<file path="config.mk">
export PLATFORM = sky130hd
export DESIGN_NAME = seq_signed_divider
export DESIGN_NICKNAME = d
export VERILOG_FILES = /design/src/rtl/div_pkg.sv /design/src/rtl/seq_udiv_core.sv /design/src/rtl/seq_signed_divider.sv
export SDC_FILE = /design/constraint.sdc
export NUM_CORES = 1
export LEC_CHECK = 0
export ABC_CLOCK_PERIOD_IN_PS = 3600
export CORE_ASPECT_RATIO = 1.5
export CORE_UTILIZATION = 59
export DETAILED_ROUTE_END_ITERATION = 16
export PLACE_DENSITY = 0.82
export REMOVE_ABC_BUFFERS = 1
export SYNTH_ARGS = -nofsm -noshare
export SYNTH_HDL_FRONTEND = slang
export SYNTH_SLANG_ARGS = --single-unit
</file>
<file path="constraint.sdc">
create_clock -name clk -period 3.6 [get_ports clk]
set_input_delay 0.54 -clock clk [delete_from_list [all_inputs] [get_ports clk]]
set_output_delay 0.54 -clock clk [all_outputs]
set_load 0.05 [all_outputs]
</file>
<file path="src/rtl/div_pkg.sv">
// Shared types and helpers for the iterative signed divider.
// Widths up to 64 bits are supported by the helper functions.
package div_pkg;

  typedef enum logic [1:0] {
    IDLE,
    CALC,
    FIX
  } state_t;

  localparam int DEF_WIDTH = 32;
  localparam int DEF_CNT_W = $clog2(DEF_WIDTH);

  function automatic int cnt_width(input int w);
    return $clog2(w);
  endfunction

  function automatic logic [63:0] most_neg(input int w);
    return 64'd1 << (w - 1);
  endfunction

endpackage

</file>
<file path="src/rtl/seq_udiv_core.sv">
// Unsigned radix-2 restoring divider core.
// One quotient bit per clock, MSB first, WIDTH clocks per divide.
module seq_udiv_core
  import div_pkg::*;
#(
  parameter int WIDTH = DEF_WIDTH
) (
  input  logic             clk,
  input  logic             rst_n,
  input  logic             start,
  input  logic [WIDTH-1:0] a_abs,
  input  logic [WIDTH-1:0] b_abs,
  output logic             done,
  output logic [WIDTH-1:0] uq,
  output logic [WIDTH-1:0] ur
);

  localparam int CW = cnt_width(WIDTH);

  logic [CW-1:0]    cnt;
  logic [WIDTH-1:0] rem;
  logic [WIDTH-1:0] dvd;
  logic [WIDTH-1:0] dsr;
  logic             busy;
  logic [WIDTH:0]   shifted;
  logic [WIDTH:0]   diff;

  // rem < dsr keeps shifted below 2^WIDTH, so diff[WIDTH] is the sign
  assign shifted = {rem, dvd[WIDTH-1]};
  assign diff    = shifted - {1'b0, dsr};
  assign done    = busy && (cnt == CW'(WIDTH - 1));
  assign uq      = dvd;
  assign ur      = rem;

  // dvd shifts dividend bits out the top and quotient bits in the bottom
  always_ff @(posedge clk or negedge rst_n) begin
    if (!rst_n) begin
      cnt  <= '0;
      rem  <= '0;
      dvd  <= '0;
      dsr  <= '0;
      busy <= 1'b0;
    end else if (start) begin
      cnt  <= '0;
      rem  <= '0;
      dvd  <= a_abs;
      dsr  <= b_abs;
      busy <= 1'b1;
    end else if (busy) begin
      if (diff[WIDTH]) begin
        rem <= shifted[WIDTH-1:0];
        dvd <= {dvd[WIDTH-2:0], 1'b0};
      end else begin
        rem <= diff[WIDTH-1:0];
        dvd <= {dvd[WIDTH-2:0], 1'b1};
      end
      cnt <= cnt + 1'b1;
      if (done) busy <= 1'b0;
    end
  end

endmodule

</file>
<file path="src/rtl/seq_signed_divider.sv">
// Iterative signed divider: sign/abs pre-processing, handshake FSM
// and sign/special-case fix-up around the unsigned restoring core.
module seq_signed_divider
  import div_pkg::*;
#(
  parameter int WIDTH = DEF_WIDTH
) (
  input  logic             clk,
  input  logic             rst_n,
  input  logic             valid_in,
  output logic             ready_out,
  input  logic [WIDTH-1:0] A,
  input  logic [WIDTH-1:0] B,
  output logic             valid_out,
  output logic [WIDTH-1:0] Q,
  output logic [WIDTH-1:0] R,
  output logic             div_by_zero,
  output logic             overflow
);

  localparam logic [WIDTH-1:0] MNEG = WIDTH'(most_neg(WIDTH));

  state_t           state;
  logic             accept;
  logic [WIDTH-1:0] abs_a;
  logic [WIDTH-1:0] abs_b;
  logic [WIDTH-1:0] mag_a;
  logic             sign_q;
  logic             sign_r;
  logic             zero_f;
  logic             ovf_f;
  logic             done;
  logic [WIDTH-1:0] uq;
  logic [WIDTH-1:0] ur;

  assign accept = valid_in && ready_out;
  assign abs_a  = A[WIDTH-1] ? -A : A;
  assign abs_b  = B[WIDTH-1] ? -B : B;

  seq_udiv_core #(
    .WIDTH(WIDTH)
  ) u_core (
    .clk  (clk),
    .rst_n(rst_n),
    .start(accept),
    .a_abs(abs_a),
    .b_abs(abs_b),
    .done (done),
    .uq   (uq),
    .ur   (ur)
  );

  // Handshake FSM; all outputs registered, results applied in FIX
  always_ff @(posedge clk or negedge rst_n) begin
    if (!rst_n) begin
      state       <= IDLE;
      ready_out   <= 1'b1;
      valid_out   <= 1'b0;
      Q           <= '0;
      R           <= '0;
      div_by_zero <= 1'b0;
      overflow    <= 1'b0;
      mag_a       <= '0;
      sign_q      <= 1'b0;
      sign_r      <= 1'b0;
      zero_f      <= 1'b0;
      ovf_f       <= 1'b0;
    end else begin
      valid_out <= 1'b0;
      unique case (state)
        IDLE: begin
          if (accept) begin
            state     <= CALC;
            ready_out <= 1'b0;
            mag_a     <= abs_a;
            sign_q    <= A[WIDTH-1] ^ B[WIDTH-1];
            sign_r    <= A[WIDTH-1];
            zero_f    <= (B == '0);
            ovf_f     <= (A == MNEG) && (B == '1);
          end
        end
        CALC: begin
          if (done) state <= FIX;
        end
        FIX: begin
          state     <= IDLE;
          ready_out <= 1'b1;
          valid_out <= 1'b1;
          if (zero_f) begin
            Q           <= '1;
            R           <= sign_r ? -mag_a : mag_a;
            div_by_zero <= 1'b1;
            overflow    <= 1'b0;
          end else if (ovf_f) begin
            Q           <= MNEG;
            R           <= '0;
            div_by_zero <= 1'b0;
            overflow    <= 1'b1;
          end else begin
            Q           <= sign_q ? -uq : uq;
            R           <= sign_r ? -ur : ur;
            div_by_zero <= 1'b0;
            overflow    <= 1'b0;
          end
        end
        default: begin
          state     <= IDLE;
          ready_out <= 1'b1;
        end
      endcase
    end
  end

endmodule

</file>
Word-level counts from Yosys, hierarchy flattened
Index checks and enable logic that the tools add are counted.

Latch bits: 0. Bits in writable memories: 0. ROM bits: 0. Register bits: 208. Memories: 0.

Divide/modulo/power cells: 0. $add $sub $neg: 7. Shifts and indexed selects: 0. Muxes and demuxes: 29. Bitwise logic cells: 2. $mul: 0. Equal/unequal tests: 7. Order comparisons: 0. Reduce and logical (&&, ||, !) cells: 9.

Operators by type and width (count): $mux 32 (14); $neg 32->32 (5); $eq 32x32->1 const B (2); $sub 33x32->33 (1); $logic_not 32->1 (1); $mux 5 (2); $mux 1 (9); $reduce_and 2->1 (3); $add 5x1->5 const B (1); $eq 5x5->1 const B (1); $mux 2 (2); $ne 2x2->1 const B (2); $pmux 2 s2 (1); $logic_and 1x1->1 (3); $eq 2x1->1 const B (1); $eq 2x2->1 const B (1); $logic_not 2->1 (1); $pmux 1 s2 (1); $reduce_bool 2->1 (1); $not 1->1 (1); $xor 1x1->1 (1).

Longest topological paths before layout
Depth after elaboration: 5. Gate-level depth with buffers: 13. Gate-level depth less buffers: 12.

Hierarchy
Synthesis repeated with hierarchy kept, for this count alone.

Cell total of the unflattened synthesis: 1600. Area total of the unflattened synthesis: 13932.1 µm².

Modules (own cells, without submodules): seq_signed_divider (cells each 892, seq. area each 2653.8 µm², times used 1, area an instance 7731.2 µm²); seq_udiv_core (cells each 708, seq. area each 2552.4 µm², times used 1, area an instance 6200.9 µm²).

Least setup slack after synthesis
Ideal clock, no wire load.

Path kind: register to register. Start point: reg u_core.rem[22], in the netlist u_core.ur[22]. End point: reg u_core.rem[26], in the netlist u_core.ur[26]. Cell stages (with the launch flop): 13. Required time: 3.474 ns. Data arrival time: 2.754 ns. Path slack: 0.720 ns. Library setup time: 0.126 ns. Path through: dfrtp_1 > ha_1 > buf_2 > and3_1 > nand3_1 > or3_1 > a211oi_1 > o21ai_0 > and3_1 > buf_2 > and2_1 > a311oi_1 > nor2_1.

Word-level cells in the longest chain between the ends: 4.

Ends and longest elaborated chain: start: declaration (line seq_udiv_core.sv:21) `logic [WIDTH-1:0] rem;`; start signal: assignment (line seq_udiv_core.sv:51) `rem <= shifted[WIDTH-1:0];`; start signal: assignment (line seq_udiv_core.sv:54) `rem <= diff[WIDTH-1:0];`; $sub 33x32->33 (line seq_udiv_core.sv:30) `assign diff = shifted - {1'b0, dsr};`; $mux 32 (line seq_udiv_core.sv:50) `if (diff[WIDTH]) begin`; $mux 32 (line seq_udiv_core.sv:49) `end else if (busy) begin`; $mux 32 (line seq_udiv_core.sv:43) `end else if (start) begin`.

Every way passes these cells. The select of a mux whose other input is x is not followed. A chain may end at the register's enable or synchronous reset.

Final worst setup path
Start point: reg u_core.rem[24], in the netlist u_core.ur[24]. End point: reg u_core.rem[7], in the netlist u_core.ur[7].

Same word-level chain as after synthesis.

==> impl_results.md <==
- Area grow syn2layout: 19.10%
- Clk_lat worst skew: just over 500 ps
- Cell Area, Placed: 0.01578 sq mm
- Total gr overflow: 0
- Routed wire length: 37100 microns
- Post-synth ARST share: 100.0%
- RSZ-0062 raised after global routing: false
- Cell accounting for the most synthesized area: dfrtp_1
- DRC errors left: 0
- Final Cycle Share: 92.33%
- Top-count cell post-synth: nand2_1
- Starting Density: 60.12%
- Tot GR Track Use: a little over 30%
- Die width: 127.1 microns
- Max cap viols: 0
- Share of layout cells above drive strength 1: approximately 7.5%
- Cts bufs inserted: 22
- Die area: 0.02412 sq mm
- # diodes: 0
- Hold bufs inserted after CTS: 0
- Worst EP arrival: 3750 ps
- Routed vias/inst: 6.069
- I/O pin count: about 140
- Final ANT Viol Nets: 0
- Peak supply drop: approximately 0.50 mV
- Hold slack: 72.22 ps
- WS Path Type: flip-flop to flip-flop
- Final Hold Fails: 0
- First-pass GRT wire length: roughly 60000 microns
- Gpl congestion: 0.8927
- Critical Path Source Type: flip-flop
- Post-CTS sizing: 0
- TritonCTS clock tree: yes
- Critical Path Fanout Max: 24
- Tightest Pin Transition: 978.8 ps
- Min-Delay Path Class: input port to asynchronous set/reset pin
- Wire per inst: approximately 18 microns
- Fin area: 0.01651 sq mm
- Vias in the first global route: 12370
- Fmax achieved: 0.3008 GHz
- Fillers: 1826
- Nets: 1890
- Synthesized cell area: 0.01386 sq mm
- CORE AREA: 0.02306 sq mm
- H-tree lvl count: 1
- Syn Inst Count: 1659
- DPL Wire Length: 27490 microns
- Largest net degree at the start of global routing: 96
- Vias: roughly 13000
- Synth area leaders: dfrtp_1 (37%), o21ai_0 (6.4%), nand2_1 (6.1%)
- Critical path endpoint category: flip-flop
- Clock Skew: 9.838 ps
- Clock Path Buffers: 3
- Ys Warns: 0
- Initial DRC Count: 794
- Lkg Pwr: ~7.1 nW
- Post-synth EDFFs: 0
- Rel. slew slack: 34.75%
- Library cells used by synthesis: 68
- Worst-path clk slew: 70 ps
- Initial antenna violation count: 0
- Tmin final: 3324 ps
- Synth top cells by count: nand2_1 (225), dfrtp_1 (207), o21ai_0 (178)
- Status: finished, final reports clean
- Commonest register cell after synthesis: dfrtp_1
- CTS root buf: clkbuf_16
- Pre-Repair DR Iteration Count: 6
- Slew Viols, Final: 0
- Vert. Die Dim: 189.7 microns
- PortBufs: 134
- Yosys top cell area share: 37.37%
- Seq cells post-synth: approximately 210
- Critical-path cell list: ha_1 -> and3_1 -> nand3_1 -> or3_1 -> a211oi_1 -> o21ai_0 -> and3_1 -> buf_12 -> or3_1 -> a31oi_1
- Final Setup Violations: 0
- Post-CTS Repair Setup Buffers: 0
- Avg Synthesized Cell Area: 8.355 sq um
- Pwr Density: 888.5 mW/mm^2
- Worst Path Required: about 4000 ps
- Sequential fraction of the synthesis area: 37.56%
- Crit-path slowest cell: dfrtp_1
- Std cell rows: 68
- CP peak stage delay: 490 ps
- CTS Sinks: 208
state kept, by name, summed over array words and instances, names as in the netlist, 2 cells and up:
name        cells
u_core.ur      32
u_core.cnt      5
u_core.dsr     32
Q              32
u_core.uq      32
mag_a          32
state           2
R              32
stage by stage:
| step | TNS [ps] | utilization (%) | worst slack [ps] | total power, mW | instances |
|---|---|---|---|---|---|
| finish | 0 | 71.60 | 276.0 | 14.67 | 2113 |
| global route | 0 | 71.60 | 112.2 | 15.82 | 2113 |
| CTS | 0 | 71.60 | 261.2 | 14.63 | 2113 |
| detailed placement | 0 | 68.43 | 31.10 | 12.23 | 2073 |
| global placement | 0 | 68.43 | 136.9 | 12.03 | 2073 |
| floorplan | -2910 | - | -155.4 | 9.836 | 1557 |
area by class of cell:
| class | count | area [sq um] | area share, % |
|---|---|---|---|
| flip-flops and latches | 208 | 5211 | 31.57 |
| clock buffers | 29 | 618.1 | 3.744 |
| clock inverters | 11 | 111.4 | 0.6746 |
| well taps | 315 | 394.1 | 2.387 |
| inverters | 59 | 221.5 | 1.342 |
| repair buffers | 201 | 1898 | 11.50 |
| multi-input cells | 1290 | 8054 | 48.79 |
critical path, delay by kind of cell, from the launching register on:
| family | cells | cell delay, ps |
|---|---|---|
| AND/OR/NAND/NOR | 5 | 1360 |
| AO/OA/AOI/OAI | 3 | 800 |
| flip-flops | 1 | 490 |
| adder cells (fa/ha/maj) | 1 | 420 |
| buffers and inverters | 1 | 160 |
cell usage in the layout, fill, tap and decap left out, types with 5 or more instances in the layout:
| cell | count |
|---|---|
| a211oi_1 | 37 |
| a21boi_0 | 5 |
| a21o_1 | 16 |
| a21oi_1 | 74 |
| a221oi_1 | 30 |
| a31oi_1 | 27 |
| and2_1 | 7 |
| and3_1 | 8 |
| buf_4 | 63 |
| clkbuf_16 | 23 |
| clkdlybuf4s50_1 | 133 |
| clkinv_2 | 7 |
| dfrtp_1 | 205 |
| ha_1 | 40 |
| inv_1 | 58 |
| mux2i_1 | 9 |
| nand2_1 | 224 |
| nand2b_1 | 13 |
| nand3_1 | 25 |
| nand4_1 | 16 |
| nor2_1 | 136 |
| nor2b_1 | 36 |
| nor3_1 | 19 |
| nor4_1 | 17 |
| o211ai_1 | 5 |
| o21ai_0 | 178 |
| o22a_1 | 18 |
| o31ai_1 | 42 |
| o41ai_1 | 23 |
| or2_2 | 7 |
| or3_1 | 28 |
| or4_1 | 16 |
| xnor2_1 | 76 |
| xor2_1 | 94 |
report_power, final:
group          switching (mW)  total [mW]  leakage (nW)  internal (mW)
logic                    4.57        8.30          4.06           3.72
registers               0.960        4.06          2.65           3.10
clock network           0.958        2.31         0.362           1.36
kinds of logic after synthesis:
| logic type | count (synthesis) | synth area share, % |
|---|---|---|
| simple gates | 580 | 19.98 |
| xor+xnor | 170 | 10.74 |
| fa+ha+maj | 41 | 3.755 |
| flops | 208 | 37.56 |
| mux | 9 | 0.6500 |
| buf+inv | 161 | 4.405 |
| compound gates | 490 | 22.91 |
worst paths after layout:
kind,from,to,cells after the start,slack (ps)
setup / recovery,u_core.ur[24]$_DFFE_PN0P_,u_core.ur[7]$_DFFE_PN0P_,10,280
hold / removal,rst_n,u_core.dsr[27]$_DFFE_PN0P_,1,70
setup reg to reg,u_core.ur[24]$_DFFE_PN0P_,u_core.ur[7]$_DFFE_PN0P_,10,280
hold reg to reg,Q[20]$_DFFE_PN0P_,Q[20]$_DFFE_PN0P_,2,470
max in group asynchronous,rst_n,Q[9]$_DFFE_PN0P_,2,2560
min in group clk,Q[20]$_DFFE_PN0P_,Q[20]$_DFFE_PN0P_,2,470
layer usage:
layer / global-route usage, % / vias to the layer above / routed length (microns)
li1: - / 6211 / -
met1: 35.23 / 6124 / 14540
met2: 58.41 / 385 / 19540
met3: 2.897 / 103 / 1432
met4: 14.38 / 0 / 1584
met5: 0 / - / 0
Power figures use the tool's default switching activity.
